File: config.mk
export PLATFORM = sky130hd
export DESIGN_NAME = multicycle_control_unit
export DESIGN_NICKNAME = d
export VERILOG_FILES = /design/src/rtl/mips_mc_pkg.sv /design/src/rtl/mc_out_decode.sv /design/src/rtl/multicycle_control_unit.sv
export SDC_FILE = /design/constraint.sdc
export NUM_CORES = 1
export LEC_CHECK = 0
export BUFFER_PORTS_ARGS = -buffer_cell sky130_fd_sc_hd__buf_2
export CELL_PAD_IN_SITES_DETAIL_PLACEMENT = 1
export CELL_PAD_IN_SITES_GLOBAL_PLACEMENT = 2
export CORE_ASPECT_RATIO = 0.8
export CORE_MARGIN = 2
export CORE_UTILIZATION = 28
export CTS_CLUSTER_SIZE = 28
export DETAILED_ROUTE_END_ITERATION = 6
export PLACE_DENSITY_LB_ADDON = 0.1
export SLEW_MARGIN = 20
export SYNTH_ARGS = -nofsm -noshare
export SYNTH_HDL_FRONTEND = slang
export SYNTH_SLANG_ARGS = --single-unit
File: constraint.sdc
create_clock -name clk -period 1.7 [get_ports clk]
set_input_delay 0.085 -clock clk [delete_from_list [all_inputs] [get_ports clk]]
set_output_delay 0.085 -clock clk [all_outputs]
set_load 0.01 [all_outputs]
File: src/rtl/mips_mc_pkg.sv
// Shared encodings for the multicycle MIPS control unit: state codes, opcodes,
// ALU operation and datapath mux select codes, plus the decoded control bundle.
package mips_mc_pkg;

    localparam logic [3:0] S_FETCH  = 4'd0;
    localparam logic [3:0] S_DECODE = 4'd1;
    localparam logic [3:0] S_MEMADR = 4'd2;
    localparam logic [3:0] S_MEMRD  = 4'd3;
    localparam logic [3:0] S_MEMWB  = 4'd4;
    localparam logic [3:0] S_MEMWR  = 4'd5;
    localparam logic [3:0] S_EXEC   = 4'd6;
    localparam logic [3:0] S_ALUWB  = 4'd7;
    localparam logic [3:0] S_BRANCH = 4'd8;
    localparam logic [3:0] S_IEXEC  = 4'd9;
    localparam logic [3:0] S_IWB    = 4'd10;
    localparam logic [3:0] S_JUMP   = 4'd11;
    localparam logic [3:0] S_TRAP   = 4'd12;

    localparam logic [5:0] OP_RTYPE = 6'b000000;
    localparam logic [5:0] OP_J     = 6'b000010;
    localparam logic [5:0] OP_BEQ   = 6'b000100;
    localparam logic [5:0] OP_BNE   = 6'b000101;
    localparam logic [5:0] OP_ADDI  = 6'b001000;
    localparam logic [5:0] OP_ANDI  = 6'b001100;
    localparam logic [5:0] OP_ORI   = 6'b001101;
    localparam logic [5:0] OP_LW    = 6'b100011;
    localparam logic [5:0] OP_SW    = 6'b101011;

    localparam logic [2:0] ALU_ADD   = 3'b000;
    localparam logic [2:0] ALU_SUB   = 3'b001;
    localparam logic [2:0] ALU_FUNCT = 3'b010;
    localparam logic [2:0] ALU_AND   = 3'b011;
    localparam logic [2:0] ALU_OR    = 3'b100;

    localparam logic [1:0] SRCB_REGB    = 2'b00;
    localparam logic [1:0] SRCB_FOUR    = 2'b01;
    localparam logic [1:0] SRCB_IMM     = 2'b10;
    localparam logic [1:0] SRCB_IMM_SH2 = 2'b11;

    localparam logic [1:0] PC_ALU    = 2'b00;
    localparam logic [1:0] PC_ALUOUT = 2'b01;
    localparam logic [1:0] PC_JUMP   = 2'b10;

    typedef struct packed {
        logic       iord;
        logic       mem_read;
        logic       mem_write;
        logic       ir_write;
        logic       pc_en;
        logic [1:0] pc_src;
        logic [2:0] alu_op;
        logic       alu_src_a;
        logic [1:0] alu_src_b;
        logic       reg_write;
        logic       reg_dst;
        logic       mem_to_reg;
        logic       illegal_op;
    } ctrl_t;

    // Opcodes that only exist when the extended instruction set is enabled.
    function automatic logic is_ext_op(input logic [5:0] op);
        return (op == OP_BNE) || (op == OP_ANDI) || (op == OP_ORI);
    endfunction

endpackage

File: src/rtl/mc_out_decode.sv
// Combinational state-to-control decode. Everything not named for a state is 0;
// i_opcode is the copy latched in DECODE, never the live instruction bus.
module mc_out_decode
    import mips_mc_pkg::*;
(
    input  logic [3:0] i_state,
    input  logic [5:0] i_opcode,
    input  logic       i_zero,
    input  logic       i_mem_done,
    output logic       o_iord,
    output logic       o_mem_read,
    output logic       o_mem_write,
    output logic       o_ir_write,
    output logic       o_pc_en,
    output logic [1:0] o_pc_src,
    output logic [2:0] o_alu_op,
    output logic       o_alu_src_a,
    output logic [1:0] o_alu_src_b,
    output logic       o_reg_write,
    output logic       o_reg_dst,
    output logic       o_mem_to_reg,
    output logic       o_illegal_op
);

    ctrl_t w_ctrl;

    always_comb begin
        w_ctrl = '0;
        case (i_state)
            S_FETCH: begin
                w_ctrl.mem_read  = 1'b1;
                w_ctrl.alu_src_b = SRCB_FOUR;
                w_ctrl.ir_write  = i_mem_done;
                w_ctrl.pc_en     = i_mem_done;
            end
            S_DECODE: w_ctrl.alu_src_b = SRCB_IMM_SH2;
            S_MEMADR: begin
                w_ctrl.alu_src_a = 1'b1;
                w_ctrl.alu_src_b = SRCB_IMM;
            end
            S_MEMRD: begin
                w_ctrl.mem_read = 1'b1;
                w_ctrl.iord     = 1'b1;
            end
            S_MEMWB: begin
                w_ctrl.reg_write  = 1'b1;
                w_ctrl.mem_to_reg = 1'b1;
            end
            S_MEMWR: begin
                w_ctrl.mem_write = 1'b1;
                w_ctrl.iord      = 1'b1;
            end
            S_EXEC: begin
                w_ctrl.alu_src_a = 1'b1;
                w_ctrl.alu_op    = ALU_FUNCT;
            end
            S_ALUWB: begin
                w_ctrl.reg_write = 1'b1;
                w_ctrl.reg_dst   = 1'b1;
            end
            S_BRANCH: begin
                w_ctrl.alu_src_a = 1'b1;
                w_ctrl.alu_op    = ALU_SUB;
                w_ctrl.pc_src    = PC_ALUOUT;
                w_ctrl.pc_en     = (i_opcode == OP_BNE) ? ~i_zero : i_zero;
            end
            S_IEXEC: begin
                w_ctrl.alu_src_a = 1'b1;
                w_ctrl.alu_src_b = SRCB_IMM;
                case (i_opcode)
                    OP_ANDI: w_ctrl.alu_op = ALU_AND;
                    OP_ORI:  w_ctrl.alu_op = ALU_OR;
                    default: w_ctrl.alu_op = ALU_ADD;
                endcase
            end
            S_IWB:  w_ctrl.reg_write = 1'b1;
            S_JUMP: begin
                w_ctrl.pc_en  = 1'b1;
                w_ctrl.pc_src = PC_JUMP;
            end
            S_TRAP: w_ctrl.illegal_op = 1'b1;
            default: w_ctrl = '0;
        endcase
    end

    assign o_iord       = w_ctrl.iord;
    assign o_mem_read   = w_ctrl.mem_read;
    assign o_mem_write  = w_ctrl.mem_write;
    assign o_ir_write   = w_ctrl.ir_write;
    assign o_pc_en      = w_ctrl.pc_en;
    assign o_pc_src     = w_ctrl.pc_src;
    assign o_alu_op     = w_ctrl.alu_op;
    assign o_alu_src_a  = w_ctrl.alu_src_a;
    assign o_alu_src_b  = w_ctrl.alu_src_b;
    assign o_reg_write  = w_ctrl.reg_write;
    assign o_reg_dst    = w_ctrl.reg_dst;
    assign o_mem_to_reg = w_ctrl.mem_to_reg;
    assign o_illegal_op = w_ctrl.illegal_op;

endmodule

File: src/rtl/multicycle_control_unit.sv
// Multicycle MIPS control FSM: state register, next-state logic and the
// retired-instruction counter. Control outputs come from mc_out_decode.
module multicycle_control_unit
    import mips_mc_pkg::*;
#(
    parameter int MEM_HANDSHAKE = 1,
    parameter int EXT_OPS       = 1,
    parameter int CNT_W         = 16
) (
    input  logic             clk,
    input  logic             reset,
    input  logic [5:0]       Opcode,
    input  logic             Zero,
    input  logic             mem_ready,
    output logic             IorD,
    output logic             MemRead,
    output logic             MemWrite,
    output logic             IRWrite,
    output logic             pc_en,
    output logic [1:0]       PCSrc,
    output logic [2:0]       ALUOp,
    output logic             ALUSrcA,
    output logic [1:0]       ALUSrcB,
    output logic             RegWrite,
    output logic             RegDst,
    output logic             MemtoReg,
    output logic             illegal_op,
    output logic [CNT_W-1:0] instr_count,
    output logic [3:0]       state_o
);

    logic [3:0]       r_state;
    logic [3:0]       w_next_state;
    logic [5:0]       r_opcode;
    logic [CNT_W-1:0] r_instr_count;
    logic             w_mem_done;
    logic             w_ext;
    logic             w_retire;
    logic             w_mem_write;
    logic             w_ir_write;
    logic             w_pc_en;
    logic             w_reg_write;

    // Memory handshake: FETCH/MEMRD/MEMWR hold their request (and state) until
    // mem_ready is high at a rising edge; that edge completes the access.
    // Without the handshake every access completes in its first cycle.
    assign w_mem_done = (MEM_HANDSHAKE != 0) ? mem_ready : 1'b1;
    assign w_ext      = (EXT_OPS != 0);

    always_comb begin
        w_next_state = r_state;
        case (r_state)
            S_FETCH:  if (w_mem_done) w_next_state = S_DECODE;
            S_DECODE: begin
                case (Opcode)
                    OP_RTYPE:      w_next_state = S_EXEC;
                    OP_LW, OP_SW:  w_next_state = S_MEMADR;
                    OP_BEQ:        w_next_state = S_BRANCH;
                    OP_BNE:        w_next_state = S_BRANCH;
                    OP_ADDI:       w_next_state = S_IEXEC;
                    OP_ANDI,
                    OP_ORI:        w_next_state = S_IEXEC;
                    OP_J:          w_next_state = S_JUMP;
                    default:       w_next_state = S_TRAP;
                endcase
                if (is_ext_op(Opcode) && !w_ext) w_next_state = S_TRAP;
            end
            S_MEMADR: w_next_state = (r_opcode == OP_SW) ? S_MEMWR : S_MEMRD;
            S_MEMRD:  if (w_mem_done) w_next_state = S_MEMWB;
            S_MEMWB:  w_next_state = S_FETCH;
            S_MEMWR:  if (w_mem_done) w_next_state = S_FETCH;
            S_EXEC:   w_next_state = S_ALUWB;
            S_ALUWB:  w_next_state = S_FETCH;
            S_BRANCH: w_next_state = S_FETCH;
            S_IEXEC:  w_next_state = S_IWB;
            S_IWB:    w_next_state = S_FETCH;
            S_JUMP:   w_next_state = S_FETCH;
            S_TRAP:   w_next_state = S_FETCH;
            default:  w_next_state = S_FETCH;
        endcase
    end

    // A trap returns to FETCH without retiring anything.
    always_comb begin
        w_retire = 1'b0;
        case (r_state)
            S_MEMWB, S_ALUWB, S_IWB, S_BRANCH, S_JUMP: w_retire = 1'b1;
            S_MEMWR:                                    w_retire = w_mem_done;
            default:                                    w_retire = 1'b0;
        endcase
    end

    always_ff @(posedge clk or negedge reset) begin
        if (!reset) begin
            r_state       <= S_FETCH;
            r_opcode      <= '0;
            r_instr_count <= '0;
        end else begin
            r_state <= w_next_state;
            if (r_state == S_DECODE) r_opcode <= Opcode;
            if (w_retire) r_instr_count <= r_instr_count + CNT_W'(1);
        end
    end

    mc_out_decode u_out_decode (
        .i_state      (r_state),
        .i_opcode     (r_opcode),
        .i_zero       (Zero),
        .i_mem_done   (w_mem_done),
        .o_iord       (IorD),
        .o_mem_read   (MemRead),
        .o_mem_write  (w_mem_write),
        .o_ir_write   (w_ir_write),
        .o_pc_en      (w_pc_en),
        .o_pc_src     (PCSrc),
        .o_alu_op     (ALUOp),
        .o_alu_src_a  (ALUSrcA),
        .o_alu_src_b  (ALUSrcB),
        .o_reg_write  (w_reg_write),
        .o_reg_dst    (RegDst),
        .o_mem_to_reg (MemtoReg),
        .o_illegal_op (illegal_op)
    );

    // FETCH with a ready memory would otherwise load IR/PC while reset is held.
    assign MemWrite    = w_mem_write & reset;
    assign IRWrite     = w_ir_write  & reset;
    assign pc_en       = w_pc_en     & reset;
    assign RegWrite    = w_reg_write & reset;
    assign instr_count = r_instr_count;
    assign state_o     = r_state;

endmodule
==> out/results.txt <==
outcome: complete, but fails checks
failing checks: negative setup slack
Port Buffer Count: 46
Rows: 25
Reg clk slew, reported paths: 0.08 ns
area growth from synthesis to layout: 37.9%
DRC Markers: 0
Synth Cell Area: 0.00165 sq mm
critical path arrival: 1.89 ns
most frequent cell after synthesis: dfrtp_1
Hold Crit Start: Opcode[3]
Post-synth ARST share: 100%
HP Class: input pin to register
via count: 1583
CP Launch Type: register
GRT Util Overall: 15.9%
DP Wirelength: 3980 um
CP max FO: 3
# diodes: 0
Cells after Synth: 172
num ports: 47
Mean Syn Cell Area: 9.61 sq um
Worst-Margin Slew: 0.476 ns
DRT antenna net count: 0
largest net degree at the start of global routing: 23
final hold vios: 0
Crit path buffers/inverters: 1
Final nets: 246
Syn Nets: 183
Hold Crit Endpoint: r_opcode[3]$_DFFE_PN0P_
H-tree lvl count: 1
CTS Root Cell: clkbuf_8
Power Total: 3.51 mW
r2r worst-path depth: 4
initial antenna violation count: 0
Vias/cell: 5.04
MaxCap Viol Count: 0
worst r2r dst: instr_count[1]$_DFFE_PN0P_
WHS Path Cells: 2
share of post-route cells with drive strength above 1: 46.8%
clock sink count: 26
register area share after synthesis: 39.4%
Max transition margin: 68.2%
Synth Flop Type: dfrtp_1
Critical Path End Type: primary output
first-pass GRT wire length: 8300 um
number of flops mapped to enable cells by yosys: 0
Synth top area share: 39.4%
Worst path top cell family by delay: simple AND/OR/NAND/NOR gates
setup slack after placement: -0.162 ns
total stage count of the critical path: 5
Clock Path Buffers: 2
Setup Skew: 0.00681 ns
period utilization: 116%
hold slack: 0.133 ns
kind of critical path: register to primary output
vias in the first global route: 1581
Initial Utilization: 28.4%
worst-skew pair later-pin latency: 0.27 ns
drt pass-1 iters: 4
startpoint of the worst register-to-register path: state_o[1]$_DFFE_PN0P_
R2R setup slack: 0.04 ns
TritonCTS clock tree: yes
CP peak stage delay: 0.56 ns
worst vdd ir: 0.415 mV
highest clock rate: 505 MHz
Core Area: 0.00582 sq mm
GPL Wtd Cong: 0.768
Yosys top cell by area: dfrtp_1
synth unique cells: 45
Worst Slack Setup Final: -0.279 ns
Starting DRT DRC Count: 43
PwrDens: 1540 mW/mm^2
Synth Warn #: 0
worst path required time: 1.62 ns
leak pwr: 1.07 nW
largest cells by area after synthesis: dfrtp_1 (39%), xor2_1 (7.9%), nor4b_1 (4.2%)
top cells by count, synth: dfrtp_1 (26), xor2_1 (15), nor2_1 (13)
RSZ-0062 raised after global routing: yes
CP cell instances: or4b_4 > o31a_1 > o21ai_2 > a211oi_2 > buf_2
number of clock buffers inserted by TritonCTS: 3
wirelength, routed: 5180 um
Die ar.: 0.00654 sq mm
setup violators final: 6
Final Util: 39.2%
GR Overflow Total: 0
Die Y: 72.7 um
Routed WL per cell: 16.5 um
Tmin final: 1.98 ns
Max Transition Viols Final: 0
die width: 89.9 um
Yosys reg bits: 26
CP max stage cell: or4b_4
power breakdown:
group	total, mW	switching (mW)	internal, mW	leakage (nW)
Clock	0.346	0.187	0.159	0.0216
Combinational	2.10	1.11	0.985	0.716
Sequential	1.06	0.257	0.808	0.333
Total	3.51	1.56	1.95	1.07
worst register-to-register path, stage by stage, from the launching register on:
cell	delay (ns)
dfrtp_1	0.44
nand2b_4	0.24
o21ai_2	0.44
nor2_1	0.14
mux2_2	0.29
layout by cell type, fill, tap and decap left out, types with 3 or more instances in the layout:
cell / instances
buf_4: 18
a21oi_1: 6
a31oi_1: 3
nand4_1: 3
nor4b_2: 6
nand3_1: 5
dfrtp_2: 3
dfrtp_1: 23
o21ai_0: 3
mux2_2: 6
clkbuf_8: 3
nor3_1: 7
nor4_2: 3
buf_2: 46
inv_1: 6
nor4_1: 3
nand2_1: 9
and4_1: 3
xor2_1: 15
nor2_1: 13
layer usage:
metal | up-vias | track usage, % | routed length [um]
li1 | 760 | - | -
met1 | 783 | 23.3 | 2620
met2 | 36 | 24.9 | 2290
met3 | 4 | 3.72 | 249
met4 | 0 | 2.05 | 24
met5 | - | 0 | 0
worst max path at each step:
stage                       startpoint  slack (ns)                      to
3_5_place_dp   r_opcode[1]$_DFFE_PN0P_       -0.16                   pc_en
6_report       r_opcode[1]$_DFFE_PN0P_       -0.28                   pc_en
3_3_place_gp   r_opcode[1]$_DFFE_PN0P_       -0.11                   pc_en
4_1_cts        r_opcode[1]$_DFFE_PN0P_       -0.29                   pc_en
5_1_grt        r_opcode[1]$_DFFE_PN0P_       -0.34                   pc_en
2_1_floorplan   state_o[1]$_DFFE_PN0P_        0.02  state_o[1]$_DFFE_PN0P_
flip-flops by register name, indices dropped and copies added, names as in the netlist:
signal,cells
instr_count,16
state_o,4
r_opcode,6
stage by stage:
stage               std cells  instance area, sq um  TNS, ns
floorplan                 172                  1650        0
global placement          304                  2050   -0.106
detailed placement        304                  2050   -0.179
CTS                       310                  2160   -0.880
global route              314                  2280    -1.77
finish                    314                  2280   -0.991
cell families (layout without fill, tap and decap cells):
family,count (synthesis),after routing,synth area share (%)
XOR/XNOR,16,16,8.48
adder cells (fa/ha/maj),1,1,0.757
AND/OR/NAND/NOR,75,75,27.7
AO/OA/AOI/OAI,29,29,12.9
multiplexers,8,8,5.30
buffers and inverters,17,78,5.45
flip-flops,26,26,39.4
final cells by class:
type,count,area (sq um)
clock buffers,3,41.3
well taps,81,101
inverters,7,31.3
repair buffers,68,418
flip-flops and latches,26,654
fillers,692,3540
multi-input cells,129,1030
timing repair:
| action | in CTS | in global routing |
|---|---|---|
| hold buffers | 1 | 0 |
| endpoints found under the hold margin | 19 | 0 |
| setup endpoints to repair | 8 | 20 |
| resized for setup | 14 | 19 |
| pin swaps | 1 | 5 |
| setup buffers | 2 | 4 |
Note: power is estimated with default switching activity, not from simulation.
